`config.mk`:
```
export PLATFORM = sky130hd
export DESIGN_NAME = sprite_game_draw_engine_flat
export DESIGN_NICKNAME = d
export VERILOG_FILES = /design/src/rtl/sprite_game_draw_engine_if.sv /design/src/rtl/sprite_game_draw_engine.sv /design/src/flat_wrapper.sv
export SDC_FILE = /design/constraint.sdc
export NUM_CORES = 1
export LEC_CHECK = 0
export ABC_CLOCK_PERIOD_IN_PS = 5000
export CAP_MARGIN = 25
export CORE_MARGIN = 1
export CORE_UTILIZATION = 45
export DETAILED_ROUTE_END_ITERATION = 8
export MAX_ROUTING_LAYER = met4
export PLACE_DENSITY = 0.66
export SLEW_MARGIN = 30
export SYNTH_ARGS = -nofsm -noshare
export SYNTH_HDL_FRONTEND = slang
export SYNTH_SLANG_ARGS = --single-unit
```
`constraint.sdc`:
```
create_clock -name clk -period 5 [get_ports clk]
set_input_delay 1 -clock clk [delete_from_list [all_inputs] [get_ports clk]]
set_output_delay 1 -clock clk [all_outputs]
set_load 0.1 [all_outputs]
```
`src/rtl/sprite_game_draw_engine_if.sv`:
```
// Host, sprite-ROM and frame-buffer signals of the sprite draw engine.
// The sprite type field is named sprite_type because "type" is a reserved word.
`default_nettype none

interface sprite_game_draw_engine_if;
    logic        sprite;
    logic        start;
    logic [1:0]  sprite_type;
    logic [5:0]  X;
    logic [5:0]  Y;
    logic [11:0] bg_color;
    logic [1:0]  game_mode;
    logic        ready;
    logic        done;
    logic        SR0_CEN;
    logic [8:0]  SR0_A;
    logic [12:0] SR0_Q;
    logic        SR1_CEN;
    logic [8:0]  SR1_A;
    logic [12:0] SR1_Q;
    logic        FB_CEN;
    logic        FB_WEN;
    logic [11:0] FB_A;
    logic [11:0] FB_D;
    logic [11:0] FB_Q;

    modport slave (
        input  sprite, start, sprite_type, X, Y, bg_color, game_mode,
        input  SR0_Q, SR1_Q, FB_Q,
        output ready, done, SR0_CEN, SR0_A, SR1_CEN, SR1_A,
        output FB_CEN, FB_WEN, FB_A, FB_D
    );

    modport master (
        output sprite, start, sprite_type, X, Y, bg_color, game_mode,
        output SR0_Q, SR1_Q, FB_Q,
        input  ready, done, SR0_CEN, SR0_A, SR1_CEN, SR1_A,
        input  FB_CEN, FB_WEN, FB_A, FB_D
    );
endinterface

`default_nettype wire

```
`src/rtl/sprite_game_draw_engine.sv`:
```
// Sprite draw engine: clears a 64x64 frame buffer, collects up to N_SPRITE_MAX
// sprite entries, then renders them from two sprite ROMs with clipping and mirroring.
`default_nettype none

module sprite_game_draw_engine #(
    parameter int N_SPRITE_MAX = 20,
    parameter int FB_DIM       = 64,
    parameter int SPR_DIM      = 16
) (
    input  wire logic                  clk,
    input  wire logic                  reset,
    sprite_game_draw_engine_if.slave   bus
);
    localparam int          CW         = $clog2(N_SPRITE_MAX + 1);
    localparam logic [11:0] CLEAR_LAST = 12'(FB_DIM * FB_DIM - 1);
    localparam logic [7:0]  PIX_LAST   = 8'(SPR_DIM * SPR_DIM - 1);

    typedef enum logic [1:0] {CLEAR = 2'd0, LOAD = 2'd1, DRAW = 2'd2, DONE = 2'd3} state_t;

    state_t        state;
    logic [5:0]    spr_x [N_SPRITE_MAX];
    logic [5:0]    spr_y [N_SPRITE_MAX];
    logic [1:0]    spr_t [N_SPRITE_MAX];
    logic [CW-1:0] count;
    logic [CW-1:0] idx;
    logic [11:0]   clr_addr;
    logic [7:0]    pix;
    logic          issuing;
    // Stage 1: ROM address presented; stage 2: ROM data valid.
    logic          v1, v2, sel1, sel2, in1, in2;
    logic [11:0]   fa1, fa2;

    logic          load_take;
    logic [5:0]    cx, cy;
    logic [1:0]    ct;
    logic [3:0]    r, c, rr, cc;
    logic [6:0]    dx, dy;
    logic [12:0]   q;
    logic          unused_fb_q;

    assign unused_fb_q = ^bus.FB_Q;
    assign load_take   = (state == LOAD) && bus.sprite && !bus.start
                         && (count < CW'(N_SPRITE_MAX));
    assign q           = sel2 ? bus.SR1_Q : bus.SR0_Q;

    always_comb begin
        cx = spr_x[idx];
        cy = spr_y[idx];
        ct = spr_t[idx];
        r  = pix[7:4];
        c  = pix[3:0];
        rr = bus.game_mode[1] ? (4'd15 - r) : r;
        cc = bus.game_mode[0] ? (4'd15 - c) : c;
        // 7-bit sums so anything past the right/bottom edge clips instead of wrapping.
        dx = {1'b0, cx} + {3'b000, c};
        dy = {1'b0, cy} + {3'b000, r};
    end

    always_ff @(posedge clk) begin
        if (load_take) begin
            spr_x[count] <= bus.X;
            spr_y[count] <= bus.Y;
            spr_t[count] <= bus.sprite_type;
        end
    end

    always_ff @(posedge clk) begin
        if (reset) begin
            state       <= CLEAR;
            count       <= '0;
            idx         <= '0;
            clr_addr    <= '0;
            pix         <= '0;
            issuing     <= 1'b0;
            v1          <= 1'b0;
            v2          <= 1'b0;
            sel1        <= 1'b0;
            sel2        <= 1'b0;
            in1         <= 1'b0;
            in2         <= 1'b0;
            fa1         <= '0;
            fa2         <= '0;
            bus.ready   <= 1'b0;
            bus.done    <= 1'b0;
            bus.SR0_CEN <= 1'b1;
            bus.SR1_CEN <= 1'b1;
            bus.SR0_A   <= '0;
            bus.SR1_A   <= '0;
            bus.FB_CEN  <= 1'b1;
            bus.FB_WEN  <= 1'b1;
            bus.FB_A    <= '0;
            bus.FB_D    <= '0;
        end else begin
            bus.SR0_CEN <= 1'b1;
            bus.SR1_CEN <= 1'b1;
            bus.FB_CEN  <= 1'b1;
            bus.FB_WEN  <= 1'b1;
            v1          <= 1'b0;
            v2          <= v1;
            sel2        <= sel1;
            in2         <= in1;
            fa2         <= fa1;
            case (state)
                CLEAR: begin
                    bus.FB_CEN <= 1'b0;
                    bus.FB_WEN <= 1'b0;
                    bus.FB_A   <= clr_addr;
                    bus.FB_D   <= bus.bg_color;
                    clr_addr   <= clr_addr + 12'd1;
                    if (clr_addr == CLEAR_LAST) begin
                        state     <= LOAD;
                        bus.ready <= 1'b1;
                    end
                end
                LOAD: begin
                    if (bus.start) begin
                        bus.ready <= 1'b0;
                        idx       <= '0;
                        pix       <= '0;
                        if (count == '0) begin
                            state    <= DONE;
                            bus.done <= 1'b1;
                        end else begin
                            state   <= DRAW;
                            issuing <= 1'b1;
                        end
                    end else if (load_take) begin
                        count <= count + CW'(1);
                    end
                end
                DRAW: begin
                    if (issuing) begin
                        bus.SR0_CEN <= ct[1];
                        bus.SR1_CEN <= !ct[1];
                        bus.SR0_A   <= {ct[0], rr, cc};
                        bus.SR1_A   <= {ct[0], rr, cc};
                        v1          <= 1'b1;
                        sel1        <= ct[1];
                        in1         <= !dx[6] && !dy[6];
                        fa1         <= {dy[5:0], dx[5:0]};
                        pix         <= pix + 8'd1;
                        if (pix == PIX_LAST) begin
                            if (idx == count - CW'(1)) issuing <= 1'b0;
                            else                       idx     <= idx + CW'(1);
                        end
                    end else if (!v1 && !v2) begin
                        state    <= DONE;
                        bus.done <= 1'b1;
                    end
                    if (v2) begin
                        bus.FB_CEN <= q[12] || !in2;
                        bus.FB_WEN <= q[12] || !in2;
                        bus.FB_A   <= fa2;
                        bus.FB_D   <= q[11:0];
                    end
                end
                default: begin
                    bus.done <= 1'b1;
                end
            endcase
        end
    end
endmodule

`default_nettype wire

```
`src/flat_wrapper.sv`:
```
// flat-port wrapper written by rule: the top's interface ports become plain ports
module sprite_game_draw_engine_flat 
#(
    parameter int N_SPRITE_MAX = 20,
    parameter int FB_DIM       = 64,
    parameter int SPR_DIM      = 16
)
  (clk, reset, bus_sprite, bus_start, bus_sprite_type, bus_X, bus_Y, bus_bg_color, bus_game_mode, bus_SR0_Q, bus_SR1_Q, bus_FB_Q, bus_ready, bus_done, bus_SR0_CEN, bus_SR0_A, bus_SR1_CEN, bus_SR1_A, bus_FB_CEN, bus_FB_WEN, bus_FB_A, bus_FB_D);
  sprite_game_draw_engine_if bus_i ();
  input  wire logic clk;
  input  wire logic reset;
  input wire logic [$bits(bus_i.sprite)-1:0] bus_sprite;
  input wire logic [$bits(bus_i.start)-1:0] bus_start;
  input wire logic [$bits(bus_i.sprite_type)-1:0] bus_sprite_type;
  input wire logic [$bits(bus_i.X)-1:0] bus_X;
  input wire logic [$bits(bus_i.Y)-1:0] bus_Y;
  input wire logic [$bits(bus_i.bg_color)-1:0] bus_bg_color;
  input wire logic [$bits(bus_i.game_mode)-1:0] bus_game_mode;
  input wire logic [$bits(bus_i.SR0_Q)-1:0] bus_SR0_Q;
  input wire logic [$bits(bus_i.SR1_Q)-1:0] bus_SR1_Q;
  input wire logic [$bits(bus_i.FB_Q)-1:0] bus_FB_Q;
  output wire logic [$bits(bus_i.ready)-1:0] bus_ready;
  output wire logic [$bits(bus_i.done)-1:0] bus_done;
  output wire logic [$bits(bus_i.SR0_CEN)-1:0] bus_SR0_CEN;
  output wire logic [$bits(bus_i.SR0_A)-1:0] bus_SR0_A;
  output wire logic [$bits(bus_i.SR1_CEN)-1:0] bus_SR1_CEN;
  output wire logic [$bits(bus_i.SR1_A)-1:0] bus_SR1_A;
  output wire logic [$bits(bus_i.FB_CEN)-1:0] bus_FB_CEN;
  output wire logic [$bits(bus_i.FB_WEN)-1:0] bus_FB_WEN;
  output wire logic [$bits(bus_i.FB_A)-1:0] bus_FB_A;
  output wire logic [$bits(bus_i.FB_D)-1:0] bus_FB_D;
  assign bus_i.sprite = bus_sprite;
  assign bus_i.start = bus_start;
  assign bus_i.sprite_type = bus_sprite_type;
  assign bus_i.X = bus_X;
  assign bus_i.Y = bus_Y;
  assign bus_i.bg_color = bus_bg_color;
  assign bus_i.game_mode = bus_game_mode;
  assign bus_i.SR0_Q = bus_SR0_Q;
  assign bus_i.SR1_Q = bus_SR1_Q;
  assign bus_i.FB_Q = bus_FB_Q;
  assign bus_ready = bus_i.ready;
  assign bus_done = bus_i.done;
  assign bus_SR0_CEN = bus_i.SR0_CEN;
  assign bus_SR0_A = bus_i.SR0_A;
  assign bus_SR1_CEN = bus_i.SR1_CEN;
  assign bus_SR1_A = bus_i.SR1_A;
  assign bus_FB_CEN = bus_i.FB_CEN;
  assign bus_FB_WEN = bus_i.FB_WEN;
  assign bus_FB_A = bus_i.FB_A;
  assign bus_FB_D = bus_i.FB_D;
  sprite_game_draw_engine #(.N_SPRITE_MAX(N_SPRITE_MAX), .FB_DIM(FB_DIM), .SPR_DIM(SPR_DIM)) u_core (.clk(clk), .reset(reset), .bus(bus_i));
endmodule
```
Word-level counts from Yosys, hierarchy flattened. Memories as Yosys holds them, arrays and structs flattened. A register that Yosys moved wholly into a read port is not among the register bits. Cells that the tools add are included.

Flip-flop bits (word level): 101. Latch bits: 0. RAM bits: 280. Memory bits (read-only): 0. Bits of input ports: 70. Memories: 3.

Memories: u_core.spr_x (depth 20, width 6, rd ports 1, clocked after memory_dff 1, wr ports 1, line sprite_game_draw_engine.sv:21) `logic [5:0] spr_x [N_SPRITE_MAX];`; u_core.spr_y (depth 20, width 6, rd ports 1, clocked after memory_dff 1, wr ports 1, line sprite_game_draw_engine.sv:22) `logic [5:0] spr_y [N_SPRITE_MAX];`; u_core.spr_t (depth 20, width 2, rd ports 1, clocked after memory_dff 1, wr ports 1, line sprite_game_draw_engine.sv:23) `logic [1:0] spr_t [N_SPRITE_MAX];`.

Add/sub/neg operators: 9. Multiply operators: 0. Div/mod/pow operators: 0. $lt $le $gt $ge: 1. Equality and inequality tests: 15. Shifts and indexed selects: 0. Muxes and demuxes: 46. Bitwise gates (word level): 4. Reductions and logical operators: 30.

Operators by type and width (count): $mux 5 (10); $pmux 12 s2 (2); $mux 12 (2); $mux 1 (16); $mux 8 (2); $pmux 8 s2 (1); $reduce_and 5->1 (3); $add 6x4->7 (2); $mux 13 (1); $add 12x1->12 const B (1); $eq 12x12->1 const B (1); $reduce_and 3->1 (4); $add 5x1->5 const B (2); $ne 2x1->1 const B (5); $ne 2x2->1 const B (5); $pmux 5 s2 (1); $add 8x1->8 const B (1); $eq 8x8->1 const B (1); $mux 2 (4); $mux 4 (2); $sub 4x4->4 const A (2); $logic_not 1->1 (7); $pmux 1 s2 (3); $pmux 2 s3 (1); 16 further kinds (26).

Logic depth before layout (Yosys ltp).
Word-level depth: 8. Gate-level depth with buffers: 14. Gate-level depth less buffers: 11.

Least setup slack after synthesis. OpenSTA, ideal clock, no wires.

Kind: register -> register. From: register with a tool-made name. To: register u_core.in1. Library setup time: 60 ps. Arrival: 3460 ps. Setup slack: 1480 ps. Cell stages (with the launch flop): 14. Buffers on the path: 2. Clock period less this slack: 3520 ps. Cell sequence: dfxtp_1 -> buf_6 -> buf_2 -> mux4_2 -> mux4_2 -> mux2_2 -> ha_1 -> fa_1 -> a21o_1 -> a21oi_1 -> nand2b_1 -> o22ai_1 -> o21ai_1 -> a32o_1.

RTL lines: to (signal assigned) (line sprite_game_draw_engine.sv:139) `in1 <= !dx[6] && !dy[6];`; to (decl) (line sprite_game_draw_engine.sv:30) `logic v1, v2, sel1, sel2, in1, in2;`.

==> results.json <==
{
  "portBuffers": 105,
  "power_density_mw_per_mm2": 421,
  "yosys_warnings": 0,
  "synthDistinctLibCells": 58,
  "dpl_worst_slack_ps": 1070,
  "fin_crit_ps": 3870,
  "synth_common_cells": "edfxtp_1 (280), dfxtp_1 (106), nor2_1 (93)",
  "holdPathStages": 2,
  "hold_start": "u_core.fa1[3]$_SDFFE_PP0P_",
  "fin_nets": 1220,
  "routedWlPerCell_um": 20.9,
  "grt.total_usage_pct": 19.8,
  "synth_top_cell_area_share_pct": 53.5,
  "final.setup_skew_ps": 24.0,
  "rsz0062_at_grt": "false",
  "cp_slowest_stage_delay_ps": 720,
  "grt_max_degree": 73,
  "leakagePower_nw": 5.99,
  "status": "complete, no violations",
  "yosys.area.top_type": "edfxtp_1",
  "row_count": 68,
  "setup_viol": 0,
  "worst_pin_slew_ps": 1010,
  "start_util_pct": 45.6,
  "yosys_register_bits": 386,
  "maxCapViolCount": 0,
  "via_count": 8720,
  "ys_seq_area_share_pct": 67.1,
  "post-dp-hpwl_mm": 20.6,
  "worstPathRequired_ps": 5480,
  "place.gp.congestion": 0.790,
  "cp-end-kind": "flop",
  "wirelength_mm": 33.8,
  "peakVddDrop_uv": 314,
  "final.setup.worst_slack_ps": 1130,
  "cts_resized": 0,
  "core_area_mm2": 0.0345,
  "synth_ff_type": "edfxtp_1",
  "fin_util_pct": 54.1,
  "antenna_found_initial": 1,
  "clock_latency_ps": 550,
  "die_y_um": 189,
  "post-cts-setup-buffer-count": 0,
  "slew_headroom_pct": 32.2,
  "cp-start-kind": "flop",
  "clockRootBuffer": "clkbuf_16",
  "die_w_um": 189,
  "first_iter_violations": 587,
  "path_cells": "mux4_2, mux4_2, mux2_2, ha_1, fa_1, a21o_1, a21oi_1, nand2b_1, o22ai_1, o21ai_1, a32o_1",
  "h-tree-depth": 2,
  "ios": 118,
  "synth_cells": 1016,
  "drt-pass1-iter-count": 5,
  "cts.sinks": 386,
  "hold_viol": 0,
  "synth_area_per_cell_um2": 15.5,
  "clk_pin_slew_worst_paths_ps": 60,
  "route.detailed.drc": 0,
  "area_growth_pct": 18.7,
  "r2r_cells": 11,
  "critPathKind": "flop to flop",
  "dieArea_mm2": 0.0356,
  "syn-cell-area_mm2": 0.0157,
  "worst-path-max-fanout": 25,
  "drive_above_1_share_pct": 15.9,
  "yosysMostFrequentCell": "edfxtp_1",
  "synth_nets": 1108,
  "viasPerCell": 5.40,
  "slowest_stage": "dfxtp_4",
  "tns_ps": 0,
  "grt_pass1_vias": 8744,
  "clockBufferDepth": 3,
  "synth_edf_count": 280,
  "grt_remaining_overflow": 0,
  "ant_nets": 0,
  "ys_top_cells_by_area": "edfxtp_1 (54%), dfxtp_1 (14%), mux4_2 (9.0%)",
  "holdBufCountCts": 0,
  "grt_pass1_wl_mm": 51.4,
  "cp.arrival_ps": 4350,
  "synthArstFlopShare_pct": 0,
  "numCtsBuffers": 40,
  "clock.fmax_mhz": 258,
  "crit_top_cell": "mux4_2",
  "slew_violations": 0,
  "cts_tree": "done",
  "layout_worst_path_cycle_share_pct": 77.4,
  "holdCritPathClass": "flop to flop"
}
[state kept, by name (all words and copies together) (netlist names), 2 cells and up, named ones only]
| signal | count |
|---|---|
| u_core.pix | 8 |
| u_core.clr_addr | 12 |
| u_core.spr_t | 40 |
| u_core.fa2 | 12 |
| u_core.bus.SR0_A | 9 |
| u_core.count | 5 |
| u_core.idx | 5 |
| u_core.fa1 | 12 |
| u_core.bus.FB_A | 12 |
| u_core.bus.FB_D | 12 |
| u_core.state | 2 |
| u_core.spr_y | 120 |
| u_core.spr_x | 120 |
[critical path: cells and delay by family, from the launching register on]
| kind | cells | cell delay, ps |
|---|---|---|
| mux | 3 | 1340 |
| compound gates | 5 | 910 |
| flops | 1 | 720 |
| fa+ha+maj | 2 | 660 |
| simple gates | 1 | 150 |
[logic make-up after synthesis]
family          after synthesis  synth area share, %
xor+xnor                     45                 2.60
buf+inv                      80                 2.53
compound gates              106                 4.68
mux                         132                 14.0
simple gates                245                 7.25
flops                       386                 67.1
fa+ha+maj                    22                 1.85
[worst paths after layout]
path	endpoint	slack, ps
min	u_core.fa1[3]$_SDFFE_PP0P_	450
max	u_core.in1$_SDFFE_PP0P_	1130
max reg2reg	u_core.in1$_SDFFE_PP0P_	1130
min reg2reg	u_core.fa1[3]$_SDFFE_PP0P_	450
[power by group]
group / internal [mW] / switching, mW
Clock: 1.84 / 1.26
Sequential: 3.52 / 0.0581
Combinational: 0.313 / 0.857
Total: 5.68 / 2.17
[stage by stage]
stage	std cells	hold WS [ps]	area, um^2	power, mW
final	1616	449	18600	7.85
after global routing	1616	463	18600	8.11
after CTS	1615	451	18600	7.92
after detailed placement	1541	443	17200	4.83
after global placement	1541	438	17200	4.82
after floorplan	1016	427	15700	4.52
[layout by cell type, fill, tap and decap left out, types with 29 or more instances in the layout]
master / synthesis / final
a21oi_1: 29 / 29
mux2i_1: 53 / 53
dfxtp_1: 106 / 104
nand2_1: 66 / 65
nor2_1: 93 / 93
mux4_2: 63 / 63
edfxtp_1: 280 / 280
buf_4: 11 / 31
clkdlybuf4s50_1: 0 / 104
clkbuf_16: 0 / 40
[layout make-up]
| class | count | area (um^2) |
|---|---|---|
| repair buffers | 137 | 1300 |
| well taps | 455 | 569 |
| clock inverters | 25 | 339 |
| diodes | 1 | 2.50 |
| fillers | 2783 | 15800 |
| flip-flops and latches | 386 | 10500 |
| clock buffers | 49 | 1050 |
| multi-input cells | 550 | 4780 |
| inverters | 13 | 48.8 |
[layer usage]
layer  up-vias  share of wire (%)  routed length, um  global-route usage [%]
met5         -                  0                  0                       -
met4         0                2.6                869                    6.17
met3        46                5.7               1930                    3.11
met2       278                 48              16200                    31.7
met1      4326                 44              14800                    25.9
li1       4070                  -                  -                       -
Note: power is estimated with default switching activity, not from simulation.
